File: src/rtl/cla_pkg.sv
// rtl/cla_pkg.sv - shared types and constants for the sequential CLA adder
// Purpose : FSM state encoding and slice width shared by the controller
//           and its testbench.
// Ports   : none (package).
package cla_pkg;

  localparam int NIBBLE_W = 4;

  typedef enum logic [1:0] {
    IDLE = 2'b00,
    RUN  = 2'b01,
    DONE = 2'b10
  } state_t;

endpackage

File: src/rtl/cla_seq_adder_ctrl_if.sv
// rtl/cla_seq_adder_ctrl_if.sv - request/result bundle of the sequential adder
// Purpose : groups the start/ready handshake, operands and result signals.
// Ports   : none; signals start, a, b, cin (requester -> adder) and
//           ready, busy, done, sum, cout (adder -> requester).
//           master = requester side, slave = adder side.
interface cla_seq_adder_ctrl_if #(
  parameter int WIDTH = 16
);

  logic             start;
  logic             ready;
  logic [WIDTH-1:0] a;
  logic [WIDTH-1:0] b;
  logic             cin;
  logic             busy;
  logic             done;
  logic [WIDTH-1:0] sum;
  logic             cout;

  modport master (
    output start, a, b, cin,
    input  ready, busy, done, sum, cout
  );

  modport slave (
    input  start, a, b, cin,
    output ready, busy, done, sum, cout
  );

endinterface

File: src/rtl/cla.sv
// rtl/cla.sv - 4-bit carry-lookahead adder slice
// Purpose : combinational nibble adder with lookahead carries.
// Ports   : a, b (4-bit operands), cin (carry-in),
//           sum (4-bit result), cout (carry-out).
module cla (
  input  logic [3:0] a,
  input  logic [3:0] b,
  input  logic       cin,
  output logic [3:0] sum,
  output logic       cout
);

  logic [3:0] g;
  logic [3:0] p;
  logic [4:0] c;

  assign g = a & b;
  assign p = a ^ b;

  // Every carry is expanded from cin so no carry ripples through the slice.
  assign c[0] = cin;
  assign c[1] = g[0] | (p[0] & cin);
  assign c[2] = g[1] | (p[1] & g[0]) | (p[1] & p[0] & cin);
  assign c[3] = g[2] | (p[2] & g[1]) | (p[2] & p[1] & g[0])
              | (p[2] & p[1] & p[0] & cin);
  assign c[4] = g[3] | (p[3] & g[2]) | (p[3] & p[2] & g[1])
              | (p[3] & p[2] & p[1] & g[0]) | (p[3] & p[2] & p[1] & p[0] & cin);

  assign sum  = p ^ c[3:0];
  assign cout = c[4];

endmodule

File: src/rtl/cla_seq_adder_ctrl.sv
// rtl/cla_seq_adder_ctrl.sv - WIDTH-bit adder built from one reused CLA nibble slice
// Purpose : accepts a request in IDLE, feeds one operand nibble per cycle
//           (LSB first) through a single 4-bit CLA slice, then presents the
//           full sum and carry-out with a one-cycle done pulse.
// Ports   : clk   - rising-edge clock
//           rst_n - synchronous active-low reset
//           bus   - slave side of cla_seq_adder_ctrl_if (start/ready
//                   handshake, a/b/cin operands, busy/done/sum/cout results)
module cla_seq_adder_ctrl
  import cla_pkg::*;
#(
  parameter int WIDTH = 16
) (
  input logic                 clk,
  input logic                 rst_n,
  cla_seq_adder_ctrl_if.slave bus
);

  localparam int NIBBLES = WIDTH / NIBBLE_W;
  localparam int CNT_W   = $clog2(NIBBLES) + 1;

  state_t           state_q;
  logic [WIDTH-1:0] a_sh_q;
  logic [WIDTH-1:0] b_sh_q;
  logic             carry_q;
  logic [CNT_W-1:0] cnt_q;
  logic [WIDTH-1:0] acc_q;
  logic [WIDTH-1:0] sum_q;
  logic             cout_q;
  logic             ready_q;
  logic             busy_q;
  logic             done_q;

  logic [3:0]       slice_sum;
  logic             slice_cout;
  logic [WIDTH-1:0] slice_ext;
  logic [WIDTH-1:0] acc_d;
  logic             last_nibble;

  cla u_cla (
    .a    (a_sh_q[3:0]),
    .b    (b_sh_q[3:0]),
    .cin  (carry_q),
    .sum  (slice_sum),
    .cout (slice_cout)
  );

  // New nibble enters at the MSB end; after NIBBLES passes the first
  // nibble has reached bit 0. Written with shifts so WIDTH=4 stays legal.
  assign slice_ext   = WIDTH'(slice_sum);
  assign acc_d       = (acc_q >> NIBBLE_W) | (slice_ext << (WIDTH - NIBBLE_W));
  assign last_nibble = (cnt_q == CNT_W'(NIBBLES - 1));

  always_ff @(posedge clk) begin
    if (!rst_n) begin
      state_q <= IDLE;
      a_sh_q  <= '0;
      b_sh_q  <= '0;
      carry_q <= 1'b0;
      cnt_q   <= '0;
      acc_q   <= '0;
      sum_q   <= '0;
      cout_q  <= 1'b0;
      ready_q <= 1'b1;
      busy_q  <= 1'b0;
      done_q  <= 1'b0;
    end else begin
      case (state_q)
        IDLE: begin
          if (bus.start) begin
            a_sh_q  <= bus.a;
            b_sh_q  <= bus.b;
            carry_q <= bus.cin;
            cnt_q   <= '0;
            ready_q <= 1'b0;
            busy_q  <= 1'b1;
            state_q <= RUN;
          end
        end
        RUN: begin
          a_sh_q  <= a_sh_q >> NIBBLE_W;
          b_sh_q  <= b_sh_q >> NIBBLE_W;
          carry_q <= slice_cout;
          acc_q   <= acc_d;
          cnt_q   <= cnt_q + 1'b1;
          if (last_nibble) begin
            sum_q   <= acc_d;
            cout_q  <= slice_cout;
            done_q  <= 1'b1;
            state_q <= DONE;
          end
        end
        DONE: begin
          done_q  <= 1'b0;
          busy_q  <= 1'b0;
          ready_q <= 1'b1;
          state_q <= IDLE;
        end
        default: begin
          done_q  <= 1'b0;
          busy_q  <= 1'b0;
          ready_q <= 1'b1;
          state_q <= IDLE;
        end
      endcase
    end
  end

  assign bus.ready = ready_q;
  assign bus.busy  = busy_q;
  assign bus.done  = done_q;
  assign bus.sum   = sum_q;
  assign bus.cout  = cout_q;

endmodule

File: src/flat_wrapper.sv
// flat-port wrapper written by rule: the top's interface ports become plain ports
module cla_seq_adder_ctrl_flat import cla_pkg::*;
#(
  parameter int WIDTH = 16
)
  (clk, rst_n, bus_start, bus_a, bus_b, bus_cin, bus_ready, bus_busy, bus_done, bus_sum, bus_cout);
  cla_seq_adder_ctrl_if #(.WIDTH(WIDTH)) bus_i ();
  input logic clk;
  input logic rst_n;
  input wire logic [$bits(bus_i.start)-1:0] bus_start;
  input wire logic [$bits(bus_i.a)-1:0] bus_a;
  input wire logic [$bits(bus_i.b)-1:0] bus_b;
  input wire logic [$bits(bus_i.cin)-1:0] bus_cin;
  output wire logic [$bits(bus_i.ready)-1:0] bus_ready;
  output wire logic [$bits(bus_i.busy)-1:0] bus_busy;
  output wire logic [$bits(bus_i.done)-1:0] bus_done;
  output wire logic [$bits(bus_i.sum)-1:0] bus_sum;
  output wire logic [$bits(bus_i.cout)-1:0] bus_cout;
  assign bus_i.start = bus_start;
  assign bus_i.a = bus_a;
  assign bus_i.b = bus_b;
  assign bus_i.cin = bus_cin;
  assign bus_ready = bus_i.ready;
  assign bus_busy = bus_i.busy;
  assign bus_done = bus_i.done;
  assign bus_sum = bus_i.sum;
  assign bus_cout = bus_i.cout;
  cla_seq_adder_ctrl #(.WIDTH(WIDTH)) u_core (.clk(clk), .rst_n(rst_n), .bus(bus_i));
endmodule
File: config.mk
export PLATFORM = sky130hd
export DESIGN_NAME = cla_seq_adder_ctrl_flat
export DESIGN_NICKNAME = d
export VERILOG_FILES = /design/src/rtl/cla_pkg.sv /design/src/rtl/cla_seq_adder_ctrl_if.sv /design/src/rtl/cla.sv /design/src/rtl/cla_seq_adder_ctrl.sv /design/src/flat_wrapper.sv
export SDC_FILE = /design/constraint.sdc
export NUM_CORES = 1
export LEC_CHECK = 0
export CELL_PAD_IN_SITES_DETAIL_PLACEMENT = 2
export CELL_PAD_IN_SITES_GLOBAL_PLACEMENT = 2
export CORE_AREA = 5 5 107 109
export CTS_CLUSTER_SIZE = 14
export DETAILED_ROUTE_END_ITERATION = 6
export DIE_AREA = 0 0 112 114
export GPL_TIMING_DRIVEN = 0
export PLACE_DENSITY = 0.71
export SYNTH_ARGS = -nofsm -noshare
export SYNTH_HDL_FRONTEND = slang
export SYNTH_HIERARCHICAL = 1
export SYNTH_SLANG_ARGS = --single-unit
export TNS_END_PERCENT = 30
File: constraint.sdc
create_clock -name clk -period 1.7 [get_ports clk]
set_input_delay 0.255 -clock clk [delete_from_list [all_inputs] [get_ports clk]]
set_output_delay 0.255 -clock clk [all_outputs]
set_load 0.02 [all_outputs]
Yosys cells after proc, flatten, opt, wreduce, memory -nomap -nowiden
Index checks and enable logic that the tools add are counted.
{"block": "op_classes", "n_addsub": 1, "eq_ne": 4, "mux": 17, "bitwise": 32, "n_reduce_logical": 7}
{"op": "$pmux W16 S2", "n": 2}
{"op": "$mux W16", "n": 2}
{"op": "$and A1 B1 Y1", "n": 16}
{"op": "$or A12 B16 Y16", "n": 1}
{"op": "$or A1 B1 Y1", "n": 10}
{"op": "$reduce_and A2 Y1", "n": 5}
{"op": "$pmux W1 S2", "n": 4}
{"op": "$xor A4 B4 Y4", "n": 2}
{"op": "$pmux W3 S2", "n": 1}
{"op": "$and A4 B4 Y4", "n": 1}
{"op": "$mux W1", "n": 4}
{"op": "$mux W2", "n": 2}
{"op": "$pmux W2 S2", "n": 1}
{"op": "$add A3 B1 Y3 const B", "n": 1}
{"op": "$eq A3 B2 Y1 const B", "n": 1}
{"op": "$mux W3", "n": 1}
{"op": "$eq A2 B1 Y1 const B", "n": 1}
{"op": "$logic_not A2 Y1", "n": 1}
{"op": "$ne A2 B1 Y1 const B", "n": 1}
{"op": "$ne A2 B2 Y1 const B", "n": 1}
{"op": "$not A1 Y1", "n": 2}
{"op": "$reduce_bool A2 Y1", "n": 1}
{"block": "word_totals", "register_bits": 74, "input_bits": 36, "out_inout_bits": 20}

Depth between registers and ports, before layout
{"block": "depth", "ltp_word": 7, "depth_mapped": 7, "mapped_depth_nobuf": 6}

By module
Netlist, hierarchy kept.
{"module": "cla_seq_adder_ctrl", "n_inst": 1, "cells_each": 292, "area_each_um2": 2861.5, "seq_area_each_um2": 1401.3}
{"module": "cla", "n_inst": 1, "cells_each": 17, "area_each_um2": 147.6, "seq_area_each_um2": 0.0}

Worst setup path before layout
OpenSTA, ideal clock, no wires.
{"block": "synth_path", "kind": "flip-flop to flip-flop", "startpoint": "register u_core.a_sh_q[0]", "endpoint": "register u_core.carry_q", "setup_time_ns": 0.119, "arrival_time_ns": 1.438, "required_time_ns": 1.581, "setup_slack_ns": 0.144, "path_stages_with_launch": 7, "period_less_slack_ns": 1.556, "cell_sequence": "dfxtp_1 ha_1 a21o_1 a31o_1 a21o_1 o21a_1 o221a_1"}
{"block": "synth_via", "elab_chain_cells": 5, "word_cells_on_any_way": 8, "cone_classes": "mux (1); bitwise (7)"}
{"element": "start, declared", "line": "cla_seq_adder_ctrl.sv:23", "text": "logic [WIDTH-1:0] a_sh_q;"}
{"element": "start signal, assigned", "line": "cla_seq_adder_ctrl.sv:71", "text": "a_sh_q <= bus.a;"}
{"element": "start signal, assigned", "line": "cla_seq_adder_ctrl.sv:81", "text": "a_sh_q <= a_sh_q >> NIBBLE_W;"}
{"element": "$and A4 B4 Y4 / $xor A4 B4 Y4 (equally long branches)", "line": "cla.sv:17, cla.sv:18"}
{"element": "$and A1 B1 Y1", "line": "cla.sv:27", "text": "| (p[3] & p[2] & p[1] & g[0]) | (p[3] & p[2] & p[1] & p[0] & cin);"}
{"element": "$or A1 B1 Y1 / $and A1 B1 Y1 (equally long branches)", "line": "cla.sv:27"}
{"element": "$or A1 B1 Y1 *", "line": "cla.sv:27"}
{"element": "via u_core.slice_cout", "line": "cla_seq_adder_ctrl.sv:35", "text": "logic slice_cout;"}
{"element": "$pmux W1 S2 *", "line": "cla_seq_adder_ctrl.sv:68", "text": "case (state_q)"}
{"element": "end signal, assigned", "line": "cla_seq_adder_ctrl.sv:73", "text": "carry_q <= bus.cin;"}
{"element": "end signal, assigned", "line": "cla_seq_adder_ctrl.sv:83", "text": "carry_q <= slice_cout;"}
{"element": "end, declared", "line": "cla_seq_adder_ctrl.sv:25", "text": "logic carry_q;"}
The timed path passes the listed nets; every way through them passes the cells marked *.
A chain may end at the register's enable or synchronous reset.

Worst setup path after layout
Same ends and word-level chain as after synthesis.

==> impl_metrics.toml <==
[sta]
fin_hold_ws_ns = 0.458
period_minus_slack_ns = 1.66
drv_slew = 0
finalCritPeriodShare_pct = 97.5
setup_violations = 0
worst_pin_slew_ns = 0.448
fin_tns_setup_ns = 0
clock_skew_ns = 0.00917
fmax_mhz = 603
slew_headroom_pct = 70.1
setup_ws_ns = 0.0427
rsz0062_at_grt = "false"
hold_viol = 0

[cts]
cts_inserted_buffers = 9
cts-htree-levels = 3
clkLatencyLatePin_ns = 0.35
clock_sinks = 70
hold_buffers = 0
cts_root_buffer = "clkbuf_8"
post_cts_buffers = 0
cts_tree = "built"
clkTransAtPathRegs_ns = 0.08
clock_path_buffers = 2

[finish]
layout-drive-gt1-share_pct = 12.1
area_growth_pct = 31.1
multi_input_area_um2 = 1420
layout_common_cells = "dfxtp_1 (68), nand2_1 (59), clkdlybuf4s50_1 (55)"
final_cell_area_um2 = 3950
seq_area_um2 = 1400
fin_nets = 418
layout_commonest_cell = "dfxtp_1"
insertedDiodeCount = 0
fill_cells = 1141
final_cells = 520

[critical_path]
setup.worst_path.start_class = "flop"
required_ns = 1.95
crit_fanout = 3
cp-end-kind = "flop"
critPathArrivalTime_ns = 1.91
crit_type = "flop to flop"

[power]
vdd_drop_max_mv = 0.340
leakage_nw = 1.44
powerDensity_nw_per_um2 = 927

[drt]
drc = 0
postRouteAntennaNets = 0
vias_per_cell = 4.84
drtIter0Drc = 69
wl_um = 8530
detail_route.wl_per_cell_um = 16.4
num_vias = 2516
drtPass1Iterations = 4

[placed_design]
dpl_cell_area_um2 = 3730
hpwl_um = 6260
port_buffers = 55
gp_congestion = 0.753
placed_cells = 504
pre_cts_ws_ns = -0.175

[global_route]
antenna_found_initial = 0
grt_usage_pct = 14.1
grt_max_degree = 13
grt_pass1_vias = 2736
grt_pass1_wl_um = 14100
overflow = 0

[run_status]
status = "finished clean"

[logic_synthesis]
ys_types = 33
yosysTopAreaCell = "dfxtp_1"
postSynthCellCount = 309
synth_area_um2 = 3010
yosysSeqAreaShare_pct = 46.6
yosys_warnings = 6
synth_top_area_share_pct = 46.6
avgSynthCellArea_um2 = 9.74
synth_seq_cells = 70
mappedNetlistNets = 352
synth_area_leaders = "dfxtp_1 (47%), o221a_1 (7.5%), nand2_1 (7.4%)"

[min_path]
worst_hold_path_type = "flop to flop"

[floorplanning]
initial_utilization_pct = 28.6
die-area_um2 = 12800
die_w_um = 112
die_h_um = 114
rows = 38
core_um2 = 10500
pin_count = 56

[flow_run]
drv_cap = 0
registers in the layout, indices dropped and copies added (netlist names):
signal and count:
u_core/carry_q 1, u_core/bus.cout 1, u_core/cnt_q 3, u_core/bus.busy 1, u_core/acc_q 12, u_core/b_sh_q 16
u_core/bus.ready 1, u_core/state_q 2, u_core/bus.sum 16, u_core/bus.done 1, u_core/a_sh_q 16
power breakdown:
| part | leakage [nW] | switching (mW) | internal [mW] |
|---|---|---|---|
| Combinational | 0.782 | 0.245 | 0.275 |
| Sequential | 0.574 | 0.0640 | 1.73 |
| Clock | 0.0883 | 0.669 | 0.673 |
| Total | 1.44 | 0.978 | 2.68 |
cells by family after synthesis:
family | Yosys count | synth area share, %
AOI/OAI and AO/OA | 107 | 28.2
xor gates and xnor gates | 3 | 0.873
adders and majority gates | 7 | 3.16
buffers and inverters | 31 | 6.69
DFF | 70 | 46.6
muxes | 1 | 0.333
and+or+nand+nor | 90 | 14.1
per-stage QoR:
stage	total power [mW]	utilization, %
finish	3.66	37.6
global route	3.86	37.6
CTS	3.72	37.4
detailed placement	2.35	35.5
global placement	2.33	35.5
floorplan	2.14	-
cell usage after synthesis:
cell      instances
a21boi_0         20
a21boi_1         10
a21o_1            4
a21oi_1          12
a31o_1            1
and2_1            3
and2b_1           1
and3b_1           1
buf_2             5
buf_4             7
buf_6             7
clkbuf_1          6
dfxtp_1          70
fa_1              1
ha_1              6
inv_1             6
mux2i_1           1
nand2_1          59
nand2b_1          6
nand2b_2          1
nand3_1           8
nand3b_4          1
nor2_1            1
nor2b_1           8
nor2b_2           1
o21a_1           25
o21ai_0           8
o21ba_1           1
o221a_1          20
o221a_2           5
o22ai_1           1
xnor2_1           2
xor2_1            1
critical path: stages, from the launching register on:
cell and delay, ns:
dfxtp_2 0.34, ha_1 0.30, a21o_1 0.20, a31o_1 0.21, a21o_1 0.21, o21a_1 0.18, o221a_1 0.10
final cells by class:
type	instances	area share [%]
plain buffers	25	4.63
clock buffers	10	3.23
clock inverters	6	1.59
inverters	6	0.571
multi-input cells	208	36.0
flip-flops and latches	70	35.6
well taps	140	4.44
repair buffers	55	14.0
path summary, 6_finish.rpt:
kind	endpoint	cells past startpoint	slack [ns]	from
setup reg to reg	u_core/carry_q	6	0.04	u_core/a_sh_q[0]
hold / removal	u_core/bus.sum[8]	2	0.46	u_core/bus.sum[8]
setup / recovery	u_core/carry_q	6	0.04	u_core/a_sh_q[0]
hold reg to reg	u_core/bus.sum[8]	2	0.46	u_core/bus.sum[8]
what timing repair did:
item | in CTS | in global routing
pin swaps | 1 | 0
setup endpoints to repair | 1 | 10
resized for setup | 2 | 4
per-layer routing:
metal  global-route usage, %  share of wire [%]  routed length, µm  up-vias
li1                        -                  -                  -     1220
met1                    16.4                 44               3760     1236
met4                    3.93                1.3                113        0
met5                       0                  0                  0        -
met2                    25.2                 51               4340       47
met3                    4.03                3.7                312       13
Power figures use the tool's default switching activity.
